`config.mk`:
```
export PLATFORM = sky130hd
export DESIGN_NAME = hamming_serial_rx_flat
export DESIGN_NICKNAME = d
export VERILOG_FILES = /design/src/rtl/hamming_serial_rx_if.sv /design/src/rtl/hamming_serial_rx.sv /design/src/flat_wrapper.sv
export SDC_FILE = /design/constraint.sdc
export NUM_CORES = 1
export LEC_CHECK = 0
export CAP_MARGIN = 20
export CORE_UTILIZATION = 40
export CTS_BUF_LIST = sky130_fd_sc_hd__clkbuf_8
export CTS_CLUSTER_DIAMETER = 150
export DETAILED_ROUTE_END_ITERATION = 10
export PLACE_DENSITY_LB_ADDON = 0.05
export SLEW_MARGIN = 10
export SYNTH_ARGS = -nofsm -noshare
export SYNTH_HDL_FRONTEND = slang
export SYNTH_SLANG_ARGS = --single-unit
```
`constraint.sdc`:
```
create_clock -name clk -period 7.05 [get_ports clk]
set_input_delay 2.115 -clock clk [delete_from_list [all_inputs] [get_ports clk]]
set_output_delay 2.115 -clock clk [all_outputs]
set_load 0.02 [all_outputs]
```
`src/rtl/hamming_serial_rx_if.sv`:
```
// Channel bundle for hamming_serial_rx: serial codeword bits in (valid/ready),
// corrected data word out (valid/ready) plus the corrected-word counter.
interface hamming_serial_rx_if #(
    parameter int P = 3
);
    localparam int N = (1 << P) - 1;
    localparam int K = N - P;

    logic         rx_bit;
    logic         rx_valid;
    logic         rx_ready;
    logic [K-1:0] data_out;
    logic [P-1:0] syndrome;
    logic         corrected;
    logic         out_valid;
    logic         out_ready;
    logic [15:0]  err_count;

    modport master (
        output rx_bit, rx_valid, out_ready,
        input  rx_ready, data_out, syndrome, corrected, out_valid, err_count
    );

    modport slave (
        input  rx_bit, rx_valid, out_ready,
        output rx_ready, data_out, syndrome, corrected, out_valid, err_count
    );
endinterface

```
`src/rtl/hamming_serial_rx.sv`:
```
// Serial Hamming(2^P-1) receive stage: shifts in a codeword LSB first, single-error
// corrects it and presents the data word on a valid/ready output. HAMMING_ERR_COUNT_EN adds a corrected-word counter.
module hamming_serial_rx #(
    parameter int P = 3
) (
    input  logic               clk,
    input  logic               rst,
    hamming_serial_rx_if.slave bus
);
    localparam int N  = (1 << P) - 1;
    localparam int K  = N - P;
    localparam int CW = $clog2(N);
    localparam logic [CW-1:0] CNT_LAST = CW'(N - 1);

    typedef enum logic [0:0] {
        ST_SHIFT = 1'b0,
        ST_HOLD  = 1'b1
    } state_t;

    function automatic logic [P-1:0] calc_syndrome(input logic [N-1:0] word);
        logic [P-1:0] s;
        logic [N-1:0] w;
        s = {P{1'b0}};
        w = word;
        for (int i = 0; i < N; i++) begin
            if (w[0]) begin
                s = s ^ P'(i + 1);
            end else begin
                s = s;
            end
            w = w >> 1;
        end
        return s;
    endfunction

    function automatic logic [N-1:0] correct_word(input logic [N-1:0] word, input logic [P-1:0] s);
        logic [N-1:0] mask;
        mask = {{(N-1){1'b0}}, 1'b1} << (s - P'(1));
        if (s != {P{1'b0}}) begin
            return word ^ mask;
        end else begin
            return word;
        end
    endfunction

    // Data bits occupy every non-power-of-two position, lowest position -> data[0].
    function automatic logic [K-1:0] extract_data(input logic [N-1:0] word);
        logic [K-1:0] d;
        logic [N-1:0] w;
        d = {K{1'b0}};
        w = word;
        for (int pos = 1; pos <= N; pos++) begin
            if ((pos & (pos - 1)) != 0) begin
                d = {w[0], d[K-1:1]};
            end else begin
                d = d;
            end
            w = w >> 1;
        end
        return d;
    endfunction

    state_t        state_r;
    state_t        state_nxt_s;
    logic [N-1:0]  sr_r;
    logic [CW-1:0] cnt_r;
    logic [CW-1:0] cnt_nxt_s;
    logic          rx_ready_r;
    logic [K-1:0]  data_r;
    logic [P-1:0]  syn_r;
    logic          corr_r;
    logic          out_valid_r;

    logic          take_s;
    logic          drain_s;
    logic          free_s;
    logic          load_s;
    logic [N-1:0]  shifted_s;
    logic [N-1:0]  load_word_s;
    logic [N-1:0]  fixed_s;
    logic [P-1:0]  load_syn_s;

    assign take_s      = bus.rx_valid && rx_ready_r;
    assign shifted_s   = {bus.rx_bit, sr_r[N-1:1]};
    assign drain_s     = out_valid_r && bus.out_ready;
    assign free_s      = !out_valid_r || bus.out_ready;
    assign load_syn_s  = calc_syndrome(load_word_s);
    assign fixed_s     = correct_word(load_word_s, load_syn_s);

    // FSM state, ready flag, shift register and bit counter.
    always_ff @(posedge clk) begin
        if (rst) begin
            state_r    <= ST_SHIFT;
            rx_ready_r <= 1'b1;
            cnt_r      <= {CW{1'b0}};
            sr_r       <= {N{1'b0}};
        end else begin
            state_r    <= state_nxt_s;
            rx_ready_r <= (state_nxt_s == ST_SHIFT);
            cnt_r      <= cnt_nxt_s;
            if (take_s) begin
                sr_r <= shifted_s;
            end else begin
                sr_r <= sr_r;
            end
        end
    end

    // Next state, counter and output-load decision; the word being completed
    // is the live shift in SHIFT and the parked register in HOLD.
    always_comb begin
        state_nxt_s = state_r;
        cnt_nxt_s   = cnt_r;
        load_s      = 1'b0;
        load_word_s = shifted_s;
        case (state_r)
            ST_SHIFT: begin
                if (take_s) begin
                    if (cnt_r == CNT_LAST) begin
                        cnt_nxt_s = {CW{1'b0}};
                        if (free_s) begin
                            load_s = 1'b1;
                        end else begin
                            state_nxt_s = ST_HOLD;
                        end
                    end else begin
                        cnt_nxt_s = cnt_r + CW'(1);
                    end
                end else begin
                    cnt_nxt_s = cnt_r;
                end
            end
            ST_HOLD: begin
                load_word_s = sr_r;
                cnt_nxt_s   = {CW{1'b0}};
                if (drain_s) begin
                    load_s      = 1'b1;
                    state_nxt_s = ST_SHIFT;
                end else begin
                    state_nxt_s = ST_HOLD;
                end
            end
            default: begin
                state_nxt_s = ST_SHIFT;
                cnt_nxt_s   = {CW{1'b0}};
            end
        endcase
    end

    // Output register: load wins over drain so back-to-back words keep out_valid high.
    always_ff @(posedge clk) begin
        if (rst) begin
            out_valid_r <= 1'b0;
            data_r      <= {K{1'b0}};
            syn_r       <= {P{1'b0}};
            corr_r      <= 1'b0;
        end else if (load_s) begin
            out_valid_r <= 1'b1;
            data_r      <= extract_data(fixed_s);
            syn_r       <= load_syn_s;
            corr_r      <= (load_syn_s != {P{1'b0}});
        end else if (drain_s) begin
            out_valid_r <= 1'b0;
        end else begin
            out_valid_r <= out_valid_r;
        end
    end

`ifdef HAMMING_ERR_COUNT_EN
    logic [15:0] err_r;

    // Saturating count of loaded words that needed a correction.
    always_ff @(posedge clk) begin
        if (rst) begin
            err_r <= 16'h0000;
        end else if (load_s && (load_syn_s != {P{1'b0}}) && (err_r != 16'hFFFF)) begin
            err_r <= err_r + 16'h0001;
        end else begin
            err_r <= err_r;
        end
    end

    assign bus.err_count = err_r;
`else
    assign bus.err_count = 16'h0000;
`endif

    assign bus.rx_ready  = rx_ready_r;
    assign bus.data_out  = data_r;
    assign bus.syndrome  = syn_r;
    assign bus.corrected = corr_r;
    assign bus.out_valid = out_valid_r;

endmodule

```
`src/flat_wrapper.sv`:
```
// flat-port wrapper written by rule: the top's interface ports become plain ports
module hamming_serial_rx_flat 
#(
    parameter int P = 3
)
  (clk, rst, bus_rx_bit, bus_rx_valid, bus_out_ready, bus_rx_ready, bus_data_out, bus_syndrome, bus_corrected, bus_out_valid, bus_err_count);
  hamming_serial_rx_if #(.P(P)) bus_i ();
  input  logic clk;
  input  logic rst;
  input wire logic [$bits(bus_i.rx_bit)-1:0] bus_rx_bit;
  input wire logic [$bits(bus_i.rx_valid)-1:0] bus_rx_valid;
  input wire logic [$bits(bus_i.out_ready)-1:0] bus_out_ready;
  output wire logic [$bits(bus_i.rx_ready)-1:0] bus_rx_ready;
  output wire logic [$bits(bus_i.data_out)-1:0] bus_data_out;
  output wire logic [$bits(bus_i.syndrome)-1:0] bus_syndrome;
  output wire logic [$bits(bus_i.corrected)-1:0] bus_corrected;
  output wire logic [$bits(bus_i.out_valid)-1:0] bus_out_valid;
  output wire logic [$bits(bus_i.err_count)-1:0] bus_err_count;
  assign bus_i.rx_bit = bus_rx_bit;
  assign bus_i.rx_valid = bus_rx_valid;
  assign bus_i.out_ready = bus_out_ready;
  assign bus_rx_ready = bus_i.rx_ready;
  assign bus_data_out = bus_i.data_out;
  assign bus_syndrome = bus_i.syndrome;
  assign bus_corrected = bus_i.corrected;
  assign bus_out_valid = bus_i.out_valid;
  assign bus_err_count = bus_i.err_count;
  hamming_serial_rx #(.P(P)) u_core (.clk(clk), .rst(rst), .bus(bus_i));
endmodule
```
==> metrics.md, run 1 <==
| Metric | Value |
|---|---|
| Outcome | finished, final reports clean |
| Area Growth Syn to Fin | 4.73% |
| Post-CTS Resized | 0 |
| GP Congestion | 0.901 |
| Unrepaired setup endpoints after global routing | false |
| Leading cell type in the layout, fill and taps excluded | dfxtp_1 |
| Worst-path clk slew | 0.08 ns |
| Final hold vios | 0 |
| Clock Path Buffers | 2 |
| Sequential cell area fraction in the yosys report | 26.9% |
| CP startpoint kind | input pin |
| Wl on met1 | 1.51 mm |
| Worst flop-to-flop path endpoint | u_core.bus.data_out[3] |
| Leak | 0.598 nW |
| Detailed Routing Iterations Pass 1 | 4 |
| Largest net degree at the start of global routing | 22 |
| Setup repair bufs after CTS | 0 |
| FF-to-FF Start | u_core.sr_r[2] |
| Max Slew Vio Count | 0 |
| Vias in the first global route | 1074 |
| Type of the worst setup path | in -> reg |
| CTS buffer count | 3 |
| Setup-failing EPs final | 0 |
| Metal2 WL | 1.42 mm |
| Core Region | 0.00372 mm2 |
| Io pins | 31 |
| HPWL after DPL | 2.19 mm |
| Worst Setup Slack, final | 2.65 ns |
| CTS tree | done |
| Post-synth top area share | 26.9% |
| Port bufs | 14 |
| Worst-case vdd ir drop | 69.8 uV |
| Required @ worst endpoint | 7.22 ns |
| Via/cell ratio | 5.15 |
| Top cells by area, synth | dfxtp_1 27%, buf_4 8.2%, mux2i_1 5.8% |
| Worst Hold End | u_core.bus.syndrome[1] |
| Mapped Area | 0.00156 mm2 |
| Pre-CTS WS | 2.38 ns |
| Hold-fix buffers, CTS | 0 |
| Initial antenna violation count | 0 |
| Max_cap viols | 0 |
| Starting Density | 42.0% |
| Syn Area/Cell | 8.97 um2 |
| Tcrit/Tclk final | 62.4% |
| Unique cell type count in the Yosys netlist | 45 |
| Clk sink count | 21 |
| Met3 wire length | 126 um |
| Crit path cell chain | clkdlybuf4s50_1 -> and2b_2 -> a32oi_1 -> mux2i_1 -> ha_1 -> nor2_1 -> or4b_2 -> a21oi_1 -> nor3_1 |
| Die Height | 64.5 um |
| Most frequent cells in the layout | 21 x dfxtp_1, 20 x nand2_1, 16 x a21oi_1, 16 x conb_1, 14 x clkdlybuf4s50_1 |
| Final setup TNS | 0 ns |
| Pwr/cell area | 150 mW/mm2 |
| First-pass GRT wire length | 5.14 mm |
| Cell taking the most area after synthesis | dfxtp_1 |
| Die area | 0.00416 mm2 |
| Critical-path top delay cell | or4b_2 |
| Crit path buf inv count | 1 |
| Gr usage total | 16.2% |
| Worst-Margin Slew | 0.789 ns |
| CP Capture Type | flip-flop |
| Worst reg2reg setup slack | 3.94 ns |
| Hold Startpoint | u_core.bus.syndrome[1] |
| WL/cell | 13.7 um |
| Clock root buffer | clkbuf_8 |
| Via count | 1169 |
| Final WL | 3.11 mm |
| Ant diodes | 0 |
| Clock latency on the worst-skew pair | 0.27 ns |
| F_max | 0.227 GHz |
| Relative slew slack | 47.2% |
| Cell family with most CP delay | simple AND/OR/NAND/NOR gates |
| Cell count after synthesis | 174 |
| Core Rows | 22 |
| Synth warnings | 0 |
| Critical Path AT | 4.56 ns |
| #FFs+latches synth | 21 |
| Slowest Stage Delay on Critical Path | 0.60 ns |
| Initial drt markers | 93 |
| Gr ovfl total | 0 |
| Worst clock skew | 0.00921 ns |
| Period minus WS final | 4.40 ns |
| # DRC | 0 |
| Max H-tree Level | 1 |
| Fin nets | 186 |
| Hold WC Path Type | reg -> reg |
| Worst Reg-to-Reg Cells | 8 |
| Die width | 64.5 um |
| DR top layer | met4 |
| CP max FO | 5 |
| Antenna viol nets, final | 0 |
| Share of layout cells above drive strength 1 | 8.38% |
| WHS Path Cells | 2 |
flip-flops by register name (all words and copies together) (netlist names):
name                  count
u_core.sr_r               7
u_core.state_r            1
u_core.cnt_r              3
u_core.bus.corrected      1
u_core.bus.syndrome       3
u_core.bus.out_valid      1
u_core.bus.rx_ready       1
u_core.bus.data_out       4
tightest hold or removal path, cell delays in order, from the launching register on:
cell and delay, ns:
dfxtp_1 0.32, nand2_1 0.05, a21oi_1 0.05
where the power goes:
part | switching, W | internal (W) | leakage, nW | total, W
Combinational | 0.0000255 | 0.0000154 | 0.403 | 0.0000409
Sequential | 0.00000320 | 0.000120 | 0.170 | 0.000123
Clock | 0.0000421 | 0.0000395 | 0.0255 | 0.0000816
how the worst max path moves through the flow:
| stage | slack, ns | from | end | depth (start not counted) |
|---|---|---|---|---|
| global placement | 2.44 | bus_rx_bit | u_core.bus.data_out[3] | 9 |
| finish | 2.65 | bus_rx_bit | u_core.bus.data_out[3] | 9 |
| global route | 2.45 | bus_rx_bit | u_core.bus.data_out[3] | 9 |
| floorplan | 3.10 | bus_rx_bit | u_core.bus.data_out[3] | 8 |
| detailed placement | 2.38 | bus_rx_bit | u_core.bus.data_out[3] | 9 |
| CTS | 2.67 | bus_rx_bit | u_core.bus.data_out[3] | 9 |
per-stage QoR:
| step | instance area, um2 | std cells | total power (W) | hold WS (ns) | util, % |
|---|---|---|---|---|---|
| floorplan | 1620 | 189 | 0.000166 | 0.462 | - |
| global placement | 1590 | 223 | 0.000166 | 0.441 | 42.8 |
| detailed placement | 1590 | 223 | 0.000166 | 0.460 | 42.8 |
| CTS | 1640 | 227 | 0.000250 | 0.473 | 44.0 |
| global route | 1640 | 227 | 0.000259 | 0.499 | 44.0 |
| finish | 1640 | 227 | 0.000246 | 0.464 | 44.0 |
cells in the mapped netlist, drive strengths merged:
cell type	number
buf	21
dfxtp	21
nand2	20
a21oi	16
mux2i	10
xnor2	10
nor3	8
clkbuf	7
a211oi	5
nor2	5
o21ai	5
inv	4
or4	4
xnor3	4
nand2b	3
nand4	3
xor2	3
a22oi	2
a32oi	2
and2	2
and2b	2
and3	2
nor2b	2
xor3	2
a211o	1
a31o	1
conb	1
ha	1
nand3	1
o2111ai	1
o31a	1
o32ai	1
or2	1
or3b	1
or4b	1
final cells by class:
| cell class | instances | area, um2 |
|---|---|---|
| timing repair buffer | 14 | 140 |
| inverter | 4 | 15.0 |
| clock inverter | 1 | 5.00 |
| fill | 388 | 2080 |
| multi-input combinational | 136 | 953 |
| tap | 48 | 60.1 |
| sequential | 21 | 420 |
| clock buffer | 3 | 41.3 |
kinds of logic after synthesis:
group,synth area share [%]
compound gates,14.0
xor+xnor,16.7
fa+ha+maj,0.801
buf+inv,15.6
flops,26.9
mux,7.21
other cells,0.240
simple gates,18.4
layer usage:
| layer | global-route usage, % | vias up |
|---|---|---|
| met5 | 0 | - |
| met4 | 6.39 | 0 |
| met3 | 2.64 | 5 |
| met2 | 25.0 | 35 |
| met1 | 22.3 | 542 |
| li1 | - | 587 |
Power figures use the tool's default switching activity.
==> run 2, diff against run 1 <==
==> constraint.sdc (replaced) <==
create_clock -name clk -period 3.9 [get_ports clk]
set_input_delay 1.17 -clock clk [delete_from_list [all_inputs] [get_ports clk]]
set_output_delay 1.17 -clock clk [all_outputs]
set_load 0.02 [all_outputs]
==> metrics.md, run 2 (synthesized netlist as in run 1, its figures left out) <==
| Metric | Value |
|---|---|
| CTS buffer count | 3 |
| CTS tree | done |
| Initial antenna violation count | 0 |
| CP Capture Type | flip-flop |
| Critical Path AT | 3.61 ns |
| Core Rows | 22 |
| CP max FO | 5 |
| Comb pwr share | 17.0% |
| Worst-path clk slew | 0.09 ns |
| Slowest Stage Delay on Critical Path | 0.60 ns |
| GP Congestion | 0.906 |
| Via count | 1181 |
| Antenna viol nets, final | 0 |
| Hold-fix buffers, CTS | 0 |
| Internal | 0.000317 W |
| Max reg flops | 7 |
| Detailed Routing Iterations Pass 1 | 4 |
| Fillers | 375 |
| # DRC | 0 |
| Relative slew slack | 52.8% |
| Io pins | 31 |
| Worst-Margin Slew | 0.708 ns |
| CP startpoint kind | input pin |
| Critical-path top delay cell | or4b_2 |
| Tot Pwr | 0.000444 W |
| Sw Pwr | 0.000127 W |
| Pwr/cell area | 269 mW/mm2 |
| Max_cap viols | 0 |
| Final WL | 3.10 mm |
| Clk sink count | 21 |
| Outcome | finished, final reports clean |
| Gr ovfl total | 0 |
| Crit path cell chain | clkdlybuf4s50_1 -> and2b_2 -> a32oi_1 -> mux2i_1 -> ha_1 -> nor2_1 -> or4b_2 -> a21oi_1 -> nor3_1 |
| F_max | 0.290 GHz |
| Ant diodes | 0 |
| Final hold vios | 0 |
| Area Growth Syn to Fin | 5.69% |
| Worst clock skew | 0.0106 ns |
| Die width | 64.5 um |
| Min Hold Slack | 0.470 ns |
| Share of layout cells above drive strength 1 | 9.39% |
| Final setup TNS | 0 ns |
| Cell Area, Placed | 0.00160 mm2 |
| Type of the worst setup path | in -> reg |
| Via/cell ratio | 5.16 |
| Max Slew Vio Count | 0 |
| Most frequent cells in the layout | 21 x dfxtp_1, 20 x nand2_1, 16 x a21oi_1, 16 x conb_1, 14 x clkdlybuf4s50_1 |
| Leading cell type in the layout, fill and taps excluded | dfxtp_1 |
| Setup repair bufs after CTS | 0 |
| Core Region | 0.00372 mm2 |
| Post-CTS Resized | 0 |
| Clock latency on the worst-skew pair | 0.27 ns |
| Clock Path Buffers | 2 |
| Die Height | 64.5 um |
| Sw frac | 28.5% |
| Largest net degree at the start of global routing | 20 |
| Fin nets | 188 |
| First-pass GRT wire length | 5.31 mm |
| Sequential Power Share | 50.1% |
| Die area | 0.00416 mm2 |
| Port bufs | 14 |
| Max H-tree Level | 1 |
| HPWL after DPL | 2.31 mm |
| WL/cell | 13.6 um |
| Period minus WS final | 3.45 ns |
| Fin area | 0.00165 mm2 |
| Clock root buffer | clkbuf_8 |
| Vias in the first global route | 1090 |
| Initial drt markers | 86 |
| Setup-failing EPs final | 0 |
| Required @ worst endpoint | 4.06 ns |
| Unrepaired setup endpoints after global routing | false |
| Clock network power share | 32.9% |
| Tcrit/Tclk final | 88.4% |
| Hold WC Path Type | reg -> reg |
| Starting Density | 42.0% |
| Top reg by flops | u_core.sr_r |
| Gr usage total | 16.5% |
| Worst-case vdd ir drop | 134 uV |
| Leak | 0.608 nW |
==> run 2: worst max-delay path, delay by kind of cell <==
kind / cells / cell delay, ns
adders and majority gates: 1 / 0.31
muxes: 1 / 0.12
buffers and inverters: 1 / 0.50
and+or+nand+nor: 4 / 1.13
AOI/OAI and AO/OA: 2 / 0.38
==> run 2: final timing paths <==
check	from	endpoint	slack [ns]	depth (start not counted)
min reg2reg	u_core.bus.syndrome[1]	u_core.bus.syndrome[1]	0.47	2
max	bus_rx_bit	u_core.bus.data_out[3]	0.45	9
max reg2reg	u_core.sr_r[2]	u_core.bus.data_out[3]	0.84	8
min	u_core.bus.syndrome[1]	u_core.bus.syndrome[1]	0.47	2
==> run 2: cell type report <==
cell class | instances | area (um2) | share of cell area (%)
Inverter | 4 | 15.0 | 0.910
Multi-Input combinational cell | 136 | 953 | 57.8
Clock buffer | 3 | 41.3 | 2.50
Sequential cell | 21 | 420 | 25.5
Timing Repair Buffer | 16 | 155 | 9.40
Tap cell | 48 | 60.1 | 3.64
Clock inverter | 1 | 5.00 | 0.303
==> run 2: per-stage QoR <==
step | setup slack [ns] | util, % | cells
detailed placement | 0.184 | 43.2 | 225
floorplan | 0.893 | - | 189
CTS | 0.456 | 44.4 | 229
finish | 0.451 | 44.4 | 229
global placement | 0.227 | 43.2 | 225
global route | 0.260 | 44.4 | 229
==> run 2: power groups by stage <==
stage | Combinational (W) | Clock [W] | Sequential [W]
floorplan | 0.0000769 | 0 | 0.000224
global route | 0.0000827 | 0.000158 | 0.000223
detailed placement | 0.0000751 | 0 | 0.000228
global placement | 0.0000744 | 0 | 0.000227
finish | 0.0000753 | 0.000146 | 0.000223
CTS | 0.0000755 | 0.000153 | 0.000223
==> run 2: routing by layer <==
| metal | track usage [%] | vias to the layer above | part of all wire (%) |
|---|---|---|---|
| li1 | - | 591 | - |
| met2 | 26.7 | 26 | 47 |
| met5 | 0 | - | 0 |
| met4 | 4.44 | 0 | 0.39 |
| met3 | 2.82 | 2 | 2.4 |
| met1 | 22.6 | 562 | 50 |
